`src/rtl/register_dump.sv`:
```
`default_nettype none
// ============================================================================
// Module   : register_dump
// Purpose  : Walks a register-file read port over a configurable index range
//            and streams each register value out over a valid/ready handshake.
// Revision : 1.0 - initial release
// ============================================================================
module register_dump #(
    parameter int FIRST_REG = 0,
    parameter int LAST_REG  = 31,
    parameter bit SKIP_ZERO = 1'b0
) (
    input  logic        clock,
    input  logic        reset,
    input  logic        start,
    input  logic        abort,
    output logic [4:0]  rs1,
    input  logic [31:0] regData,
    output logic [31:0] outData,
    output logic [4:0]  outIndex,
    output logic        outValid,
    input  logic        outReady,
    output logic        busy,
    output logic        done,
    output logic [5:0]  wordCount
);

    localparam logic [2:0] c_idle   = 3'd0;
    localparam logic [2:0] c_issue  = 3'd1;
    localparam logic [2:0] c_fetch  = 3'd2;
    localparam logic [2:0] c_send   = 3'd3;
    localparam logic [2:0] c_finish = 3'd4;

    localparam logic [4:0] c_first     = 5'(FIRST_REG);
    localparam logic [4:0] c_last      = 5'(LAST_REG);
    localparam logic [5:0] c_max_count = 6'd32;

    logic [2:0]  r_state;
    logic [4:0]  r_rs1;
    logic [4:0]  r_index;
    logic [31:0] r_data;
    logic        r_valid;
    logic [5:0]  r_count;

    logic w_accept;
    logic w_advance;

    // r_valid is only ever high while in SEND, so the handshake alone marks an accept.
    assign w_accept  = r_valid && outReady;
    assign w_advance = (r_state == c_send) && (w_accept || !r_valid);

    always_ff @(posedge clock or negedge reset) begin
        if (!reset) begin
            r_state <= c_idle;
            r_rs1   <= 5'd0;
            r_index <= 5'd0;
            r_data  <= 32'd0;
            r_valid <= 1'b0;
            r_count <= 6'd0;
        end else begin
            if (w_accept && (r_count != c_max_count)) begin
                r_count <= r_count + 6'd1;
            end

            case (r_state)
                c_idle: begin
                    if (start && !abort) begin
                        r_rs1   <= c_first;
                        r_count <= 6'd0;
                        r_state <= c_issue;
                    end
                end
                c_issue: begin
                    r_state <= abort ? c_finish : c_fetch;
                end
                c_fetch: begin
                    if (abort) begin
                        r_state <= c_finish;
                    end else begin
                        r_data  <= regData;
                        r_index <= r_rs1;
                        r_valid <= !(SKIP_ZERO && (regData == 32'd0));
                        r_state <= c_send;
                    end
                end
                c_send: begin
                    if (abort) begin
                        r_valid <= 1'b0;
                        r_state <= c_finish;
                    end else if (w_advance) begin
                        r_valid <= 1'b0;
                        if (r_rs1 == c_last) begin
                            r_state <= c_finish;
                        end else begin
                            r_rs1   <= r_rs1 + 5'd1;
                            r_state <= c_issue;
                        end
                    end
                end
                c_finish: begin
                    r_valid <= 1'b0;
                    r_state <= c_idle;
                end
                default: begin
                    r_state <= c_idle;
                end
            endcase
        end
    end

    assign rs1       = r_rs1;
    assign outData   = r_data;
    assign outIndex  = r_index;
    assign outValid  = r_valid;
    assign wordCount = r_count;
    assign busy      = (r_state != c_idle);
    assign done      = (r_state == c_finish);

endmodule
`default_nettype wire

```
`config.mk`:
```
export PLATFORM = sky130hd
export DESIGN_NAME = register_dump
export DESIGN_NICKNAME = d
export VERILOG_FILES = /design/src/rtl/register_dump.sv
export SDC_FILE = /design/constraint.sdc
export NUM_CORES = 1
export LEC_CHECK = 0
export ABC_AREA = 0
export CAP_MARGIN = 20
export CORE_AREA = 2 2 78 80
export CTS_CLUSTER_DIAMETER = 100
export DETAILED_ROUTE_END_ITERATION = 16
export DIE_AREA = 0 0 80 82
export PLACE_DENSITY = 0.72
export REMOVE_ABC_BUFFERS = 1
export SLEW_MARGIN = 40
export SYNTH_ARGS = -nofsm -noshare
export SYNTH_HDL_FRONTEND = slang
export SYNTH_SLANG_ARGS = --single-unit
```
`constraint.sdc`:
```
create_clock -name clock -period 2.3 [get_ports clock]
set_clock_uncertainty 0.15 [all_clocks]
set_input_delay 0.46 -clock clock [delete_from_list [all_inputs] [get_ports clock]]
set_output_delay 0.46 -clock clock [all_outputs]
set_load 0.01 [all_outputs]
```
[Yosys cells after proc, flatten, opt, wreduce, memory -nomap -nowiden]
Index checks and enable logic that the tools add are counted.
Storage, ports and cells
  flip-flop bits (word level): 52
  bits in latches: 0
  memory bits (writable): 0
  memory bits (read-only): 0
  input bits: 37
  output and inout bits: 51
  memories: 0
Cells by class
  $add $sub $neg: 2
  multiply operators: 0
  divide/modulo/power cells: 0
  order comparisons: 0
  eq/ne operators: 12
  shift-type cells: 0
  mux-type cells: 19
  bitwise operators: 1
  reduce and logical (&&, ||, !) cells: 15
Operators with widths (count)
  5-bit 2-to-1 mux: 4
  3-bit 2-to-1 mux: 6
  6-bit 2-to-1 mux: 3
  3-bit case mux with 4 select lines: 1
  2-bit inequality test, second input constant: 5
  5-bit case mux with 2 select lines: 1
  6-bit by 1-bit adder with 6-bit output, second input constant: 1
  3-bit by 2-bit == test with 1-bit output, second input constant: 2
  6-bit inequality test, second input constant: 1
  3-bit nonzero test: 2
  5-bit by 1-bit adder with 5-bit output, second input constant: 1
  5-bit == test, second input constant: 1
  5-bit AND reduction: 1
  1-bit logical AND: 4
  2-bit AND reduction: 2
  3-bit by 1-bit == test with 1-bit output, second input constant: 1
  3-bit == test, second input constant: 1
  3-bit zero test: 1
  1-bit 2-to-1 mux: 3
  3-bit inequality test, second input constant: 1
  1-bit case mux with 3 select lines: 1
  3-bit AND reduction: 1
  1-bit zero test: 2
  2-bit nonzero test: 1
  2 further kinds: 2

[Longest topological paths before layout]
Gate-level depths: netlist (run 1).
  word-level depth: 6
  gate-level depth with buffers: 7
  mapped depth without buffers: 7

[Worst setup path after synthesis (run 1)]
No wires, ideal clock.
  kind: register to register
  start: register r_rs1[0], in the netlist rs1[0]
  end: register r_rs1[0], in the netlist rs1[0]
  library setup time: 0.125 ns
  arrival time: 1.896 ns
  data required time: 2.025 ns
  path slack: 0.129 ns
  cell stages (with the launch flop): 8
  buffers on the path: 0
  period minus slack after synthesis: 2.171 ns
  cells stage by stage: dfrtp_1 ha_1 and3_1 ha_1 or3_4 nor3_4 nor2_1 mux2_2
Between the ends
  word-level cells in the longest chain between the ends: 5
RTL lines
  from (decl): RTL line 39  | logic [4:0] r_rs1;
  from (signal assigned): RTL line 68  | r_rs1 <= c_first;
  from (signal assigned): RTL line 95  | r_rs1 <= r_rs1 + 5'd1;
  5-bit by 1-bit adder with 5-bit output: RTL line 95
  5-bit 2-to-1 mux: RTL line 92  | if (r_rs1 == c_last) begin
  5-bit 2-to-1 mux: RTL line 90  | end else if (w_advance) begin
  5-bit 2-to-1 mux: RTL line 87  | if (abort) begin
  5-bit case mux with 2 select lines: RTL line 65  | case (r_state)
Parallel ways exist; a longest one is shown, timed or not. The select of a mux whose other input is x is not followed.
A chain may end at the register's enable or synchronous reset.

[Final worst setup path (run 1)]
  start: register r_state[1]
  end: output port busy
Between the ends
  word-level cells in the longest chain between the ends: 1
RTL lines
  from (decl): RTL line 38  | logic [2:0] r_state;
  from (signal assigned): RTL line 54  | r_state <= c_idle;
  from (signal assigned): RTL line 70  | r_state <= c_issue;
  from (signal assigned): RTL line 74  | r_state <= abort ? c_finish : c_fetch;
  3-bit nonzero test: RTL line 116  | assign busy = (r_state != c_idle);
  to (decl): RTL line 23  | output logic busy,
Every way passes these cells.

==> results of run 1 <==
power by group through the flow:
| stage | registers, W | logic (W) | clock network, W |
|---|---|---|---|
| after floorplan | 0.00161 | 0.000405 | 0 |
| after global placement | 0.00145 | 0.00139 | 0 |
| after detailed placement | 0.00147 | 0.00141 | 0 |
| after CTS | 0.00145 | 0.00142 | 0.000501 |
| after global routing | 0.00149 | 0.00152 | 0.000546 |
| final | 0.00144 | 0.00140 | 0.000478 |
cells in the final DEF (no fill, tap or decap), types with 4 or more instances in the layout:
cell / count
mux2_2: 36
dfrtp_1: 51
nand2_1: 4
clkbuf_8: 5
nor2_1: 10
a21oi_1: 5
o21ai_0: 5
clkdlybuf4s50_1: 86
nand4_1: 4
ha_1: 4
inv_1: 6
buf_4: 6
timing repair:
| action | in CTS | in global routing |
|---|---|---|
| pin swaps | 0 | 0 |
| gates resized for setup | 1 | 1 |
| setup buffers | 0 | 2 |
| setup endpoints to repair | 1 | 1 |
| endpoints found under the hold margin | 0 | 0 |
worst register-to-register path, delay by kind of cell, from the launching register on:
kind                     cells  cell delay [ps]
adder cells (fa/ha/maj)      2              410
flip-flops                   1              390
AND/OR/NAND/NOR              4              820
multiplexers                 1              260
through the flow:
| step | area [µm²] | hold WS [ps] |
|---|---|---|
| after detailed placement | 3200 | 329 |
| after global placement | 3200 | 318 |
| final | 3290 | -7.68 |
| after CTS | 3270 | 11.9 |
| after floorplan | 2170 | 14.4 |
| after global routing | 3290 | 22.3 |
sequential cells by signal, indices dropped and copies added, names as in the netlist:
register,count
outData,32
outIndex,5
outValid,1
r_state,3
rs1,5
wordCount,6
final cells by class:
cell class	count	share of cell area, %
clock buffers	6	2.20
clock inverters	1	0.152
inverters	6	0.684
multi-input cells	97	25.7
flip-flops and latches	52	39.6
well taps	75	2.85
repair buffers	95	28.9
final timing paths:
| path | endpoint | depth (start not counted) | slack (ps) | startpoint |
|---|---|---|---|---|
| min in group clock | outData[12] | 1 | 350 | outData[12] |
| max in group asynchronous | r_state[0] | 2 | 1460 | reset |
| worst max register to register | rs1[0] | 7 | 150 | rs1[0] |
| worst min register to register | outData[12] | 1 | 350 | outData[12] |
| worst min-delay path | outValid | 1 | -8 | reset |
| worst max-delay path | busy | 2 | 80 | r_state[1] |
cells by family (layout without fill, tap and decap cells):
family | count (synthesis) | after routing | synth area share, %
flip-flops | 52 | 52 | 58.9
AND/OR/NAND/NOR | 35 | 35 | 10.1
XOR/XNOR | 4 | 4 | 1.59
buffers and inverters | 11 | 108 | 3.00
multiplexers | 40 | 40 | 20.3
AO/OA/AOI/OAI | 14 | 14 | 3.85
adder cells (fa/ha/maj) | 4 | 4 | 2.27
per-layer routing:
layer / GRT usage, % / part of all wire [%] / vias to the layer above
met4: 3.56 / 0.47 / 0
met3: 5.60 / 8.1 / 2
met1: 17.0 / 43 / 742
met2: 23.8 / 48 / 63
met5: 0 / 0 / -
li1: - / - / 752
==> results.md, run 1 <==
* TritonCTS clock tree: done
* Slowest cell delay on critical path at 480 ps
* Die Y at 82 µm
* Cell area after synthesis at 2210 µm²
* CTS sink cnt at 52
* Most frequent cell after synthesis: dfrtp_1
* Register area at 1300 µm²
* Layout Utilization at 57.3%
* Avg Vias per Cell at 4.70
* HPWL after DPL at 3270 µm
* Initial Utilization at 38.5%
* Worst setup margin at 84.0 ps
* Total global routing overflow at 0
* Die X at 80 µm
* Gr usage total at 14.1%
* Crit-path slowest cell: clkdlybuf4s50_1
* Commonest cells in the netlist: 52 x dfrtp_1, 36 x mux2_2, 11 x nor2_1
* Vias at 1559
* Critical path class: flop to output pin
* Full die area at 6560 µm²
* Dpl cells at 323
* CP cell instances: or3_1 > clkdlybuf4s50_1
* Fmax at 451 MHz
* Min Tclk post-route at 2220 ps
* Worst-path clk slew at 80 ps
* Final setup violation count at 0
* Distinct cells, synth at 31
* Iter 0 DRT Violations at 95
* Proportion of layout cells with a drive suffix above 1 at 23.0%
* Maximum number of pins on one net before global-route repair at 38
* Seq/Total Area, Yosys at 58.9%
* Synthesis-stage register bit count at 52
* Final #Nets at 298
* Avg Cell Area, Syn at 13.8 µm²
* Max Root-Sink Buffers at 2
* Worst-Margin Slew at 547 ps
* Core region area at 5750 µm²
* Sw Share at 29.1%
* Post-synth top flop: dfrtp_1
* Antenna viol nets, final at 0
* Synth warnings at 0
* Max_slew headroom at 63.5%
* Hold slack at -7.68 ps
* First-pass GRT wire length at 7090 µm
* Cell Rows at 28
* Fin crit share at 96.3%
* Ports at 88
* Combinational share of power at 42.2%
* Yosys top cell by area: dfrtp_1
* Req. time, crit path at 1690 ps
* Internal at 0.00236 W
* RSZ-0062 raised after global routing: no
* Slew Viols, Final at 0
* Total CTS buffers at 5
* Clock power share at 14.4%
* Data arrival, critical path at 1610 ps
* Asr flop ratio synth at 100%
* Vias in the first global route at 1561
* Wirelength per Cell at 13.5 µm
* Share of the synthesized area in the top cell type at 58.9%
* Routability cong. at 0.823
* Main area contributors after synthesis: dfrtp_1 59%, mux2_2 18%, ha_1 2.3%, nor2_1 1.9%, buf_6 1.5%
* Number of antenna violations at the first check in global routing at 0
* H-tree levels at 2
* Synth Instances at 160
* Post-synth EDFFs at 0
* ANT cells at 0
* Max-Cap Viols at 0
* Share of power burned in registers at 43.4%
* P per Cell Area at 1010 nW/µm²
* Fill count at 489
* Tot Pwr at 0.00333 W
* Peak VDD IR at 0.669 mV
* Post-Layout Cell Count at 332
* Leakage at 1.41 nW
* Worst setup SP type: flop
* Later-pin clock latency in the skew report at 290 ps
* Multi-input gate area at 845 µm²
* Crit path capture type: output pin
* Worst Path Buf+Inv at 1
* Min-delay worst type: primary input to async pin
* Critical path peak fanout at 7
* Setup tns final at 0 ps
* Status: finished, violations left
* Violated checks: negative hold slack
* Placement Setup Slack at 69.5 ps
* Root buf cell: clkbuf_8
* P&R area growth vs syn at 49.0%
* # port buffers at 87
* Post-Route WL at 4500 µm
* Residual DRC at 0
* Top delay family on crit path: buffers and inverters
* Hold_buf cts at 0
* Drt first pass iters at 7
* Hold Fails Final Rpt at 4
* Psw at 0.000967 W
Note: power is estimated with default switching activity, not from simulation.
==> inputs of run 2 (changes only) <==
==> constraint.sdc (replaced) <==
create_clock -name clock -period 2.65 [get_ports clock]
set_clock_uncertainty 0.15 [all_clocks]
set_input_delay 0.53 -clock clock [delete_from_list [all_inputs] [get_ports clock]]
set_output_delay 0.53 -clock clock [all_outputs]
set_load 0.01 [all_outputs]
==> run 2 against run 1 <==
The flow now finishes without violations. Sequential power down 13%. Critical path type unchanged. Via count down 1.2%. Largest power group unchanged. Die area unchanged. Largest cell class unchanged. Critical endpoint is now done.
==> results.md, run 2 (synthesized netlist as in run 1, its figures left out) <==
* Worst setup margin at 288 ps
* Hold Fails Final Rpt at 0
* Antenna viol nets, final at 0
* Initial Utilization at 38.5%
* Min Tclk post-route at 2360 ps
* Max_slew headroom at 66.5%
* # port buffers at 87
* HPWL after DPL at 3130 µm
* Max-Cap Viols at 0
* Routability cong. at 0.832
* Post-CTS Repair Setup Buffers at 0
* Die X at 80 µm
* Worst setup SP type: flop
* Maximum number of pins on one net before global-route repair at 38
* Iter 0 DRT Violations at 56
* Fin crit share at 89.1%
* P&R area growth vs syn at 47.6%
* Hold_buf cts at 1
* Core region area at 5750 µm²
* Min-delay worst type: flop to flop
* Hold slack at 345 ps
* Post-Route WL at 4240 µm
* Final setup violation count at 0
* Req. time, crit path at 1970 ps
* Wirelength per Cell at 12.9 µm
* Number of flip-flops in the largest register at 32
* Later-pin clock latency in the skew report at 300 ps
* CTS sink cnt at 52
* Fmax at 423 MHz
* Total global routing overflow at 0
* Proportion of layout cells with a drive suffix above 1 at 20.5%
* Max Root-Sink Buffers at 2
* Full die area at 6560 µm²
* ANT cells at 0
* Leakage at 1.39 nW
* Cell Rows at 28
* Critical path peak fanout at 9
* Data arrival, critical path at 1680 ps
* Avg Vias per Cell at 4.68
* Vias in the first global route at 1522
* Crit path capture type: output pin
* First-pass GRT wire length at 6860 µm
* P per Cell Area at 891 nW/µm²
* Critical path class: flop to output pin
* Placement Setup Slack at 285 ps
* Worst-Margin Slew at 501 ps
* Drt first pass iters at 4
* TritonCTS clock tree: done
* Residual DRC at 0
* Final #Nets at 294
* RSZ-0062 raised after global routing: no
* Most frequent cells in the layout: 86 x clkdlybuf4s50_1, 52 x dfrtp_1, 36 x mux2_2
* Setup tns final at 0 ps
* Post_cts resized at 0
* Most common cell after layout, fill and taps aside: clkdlybuf4s50_1
* Vias at 1540
* Peak VDD IR at 0.539 mV
* Root buf cell: clkbuf_8
* H-tree levels at 2
* Die Y at 82 µm
* Gr usage total at 13.5%
* Number of antenna violations at the first check in global routing at 0
* Slew Viols, Final at 0
* Total CTS buffers at 5
* Worst-path clk slew at 90 ps
* Status: complete, no violations
* Fill count at 512
* Ports at 88
-- run 2: worst paths after layout --
kind	from	endpoint	slack, ps	cells after the start
setup / recovery	r_state[0]	done	290	4
hold / removal	outData[12]	outData[12]	340	1
setup reg to reg	rs1[0]	rs1[0]	380	7
hold reg to reg	outData[12]	outData[12]	340	1
max in group asynchronous	reset	outData[16]	1360	3
min in group asynchronous	reset	r_state[1]	430	2
-- run 2: power by group --
group | switching [W] | total, W | internal [W]
Combinational | 0.000422 | 0.00120 | 0.000778
Clock | 0.000238 | 0.000451 | 0.000213
Sequential | 0.000172 | 0.00125 | 0.00108
-- run 2: final cells by class --
| type | count | area (µm²) | area share, % |
|---|---|---|---|
| clock buffers | 8 | 90.1 | 2.76 |
| inverters | 6 | 22.5 | 0.691 |
| multi-input cells | 97 | 842 | 25.8 |
| flip-flops and latches | 52 | 1300 | 39.9 |
| well taps | 75 | 93.8 | 2.88 |
| repair buffers | 91 | 911 | 27.9 |
-- run 2: worst max-delay path, stage by stage, from the launching register on --
cell	delay [ps]
dfrtp_1	490
nor2_1	210
nand2_1	100
inv_1	60
clkdlybuf4s50_1	520
-- run 2: layer usage --
layer / vias up / GRT usage (%) / wire length [µm]
met5: - / 0 / 0
met4: 0 / 4.41 / 48
met3: 6 / 5.05 / 355
met2: 53 / 21.9 / 1950
met1: 729 / 16.7 / 1880
li1: 752 / - / -
-- run 2: through the flow --
| stage | cells | cell area [µm²] | total power (W) | utilization (%) |
|---|---|---|---|---|
| 2_1_floorplan | 155 | 2170 | 0.00175 | - |
| 5_1_grt | 329 | 3260 | 0.00310 | 56.8 |
| 4_1_cts | 329 | 3260 | 0.00296 | 56.8 |
| 3_5_place_dp | 320 | 3160 | 0.00249 | 55.0 |
| 3_3_place_gp | 320 | 3160 | 0.00246 | 55.0 |
| 6_report | 329 | 3260 | 0.00290 | 56.8 |
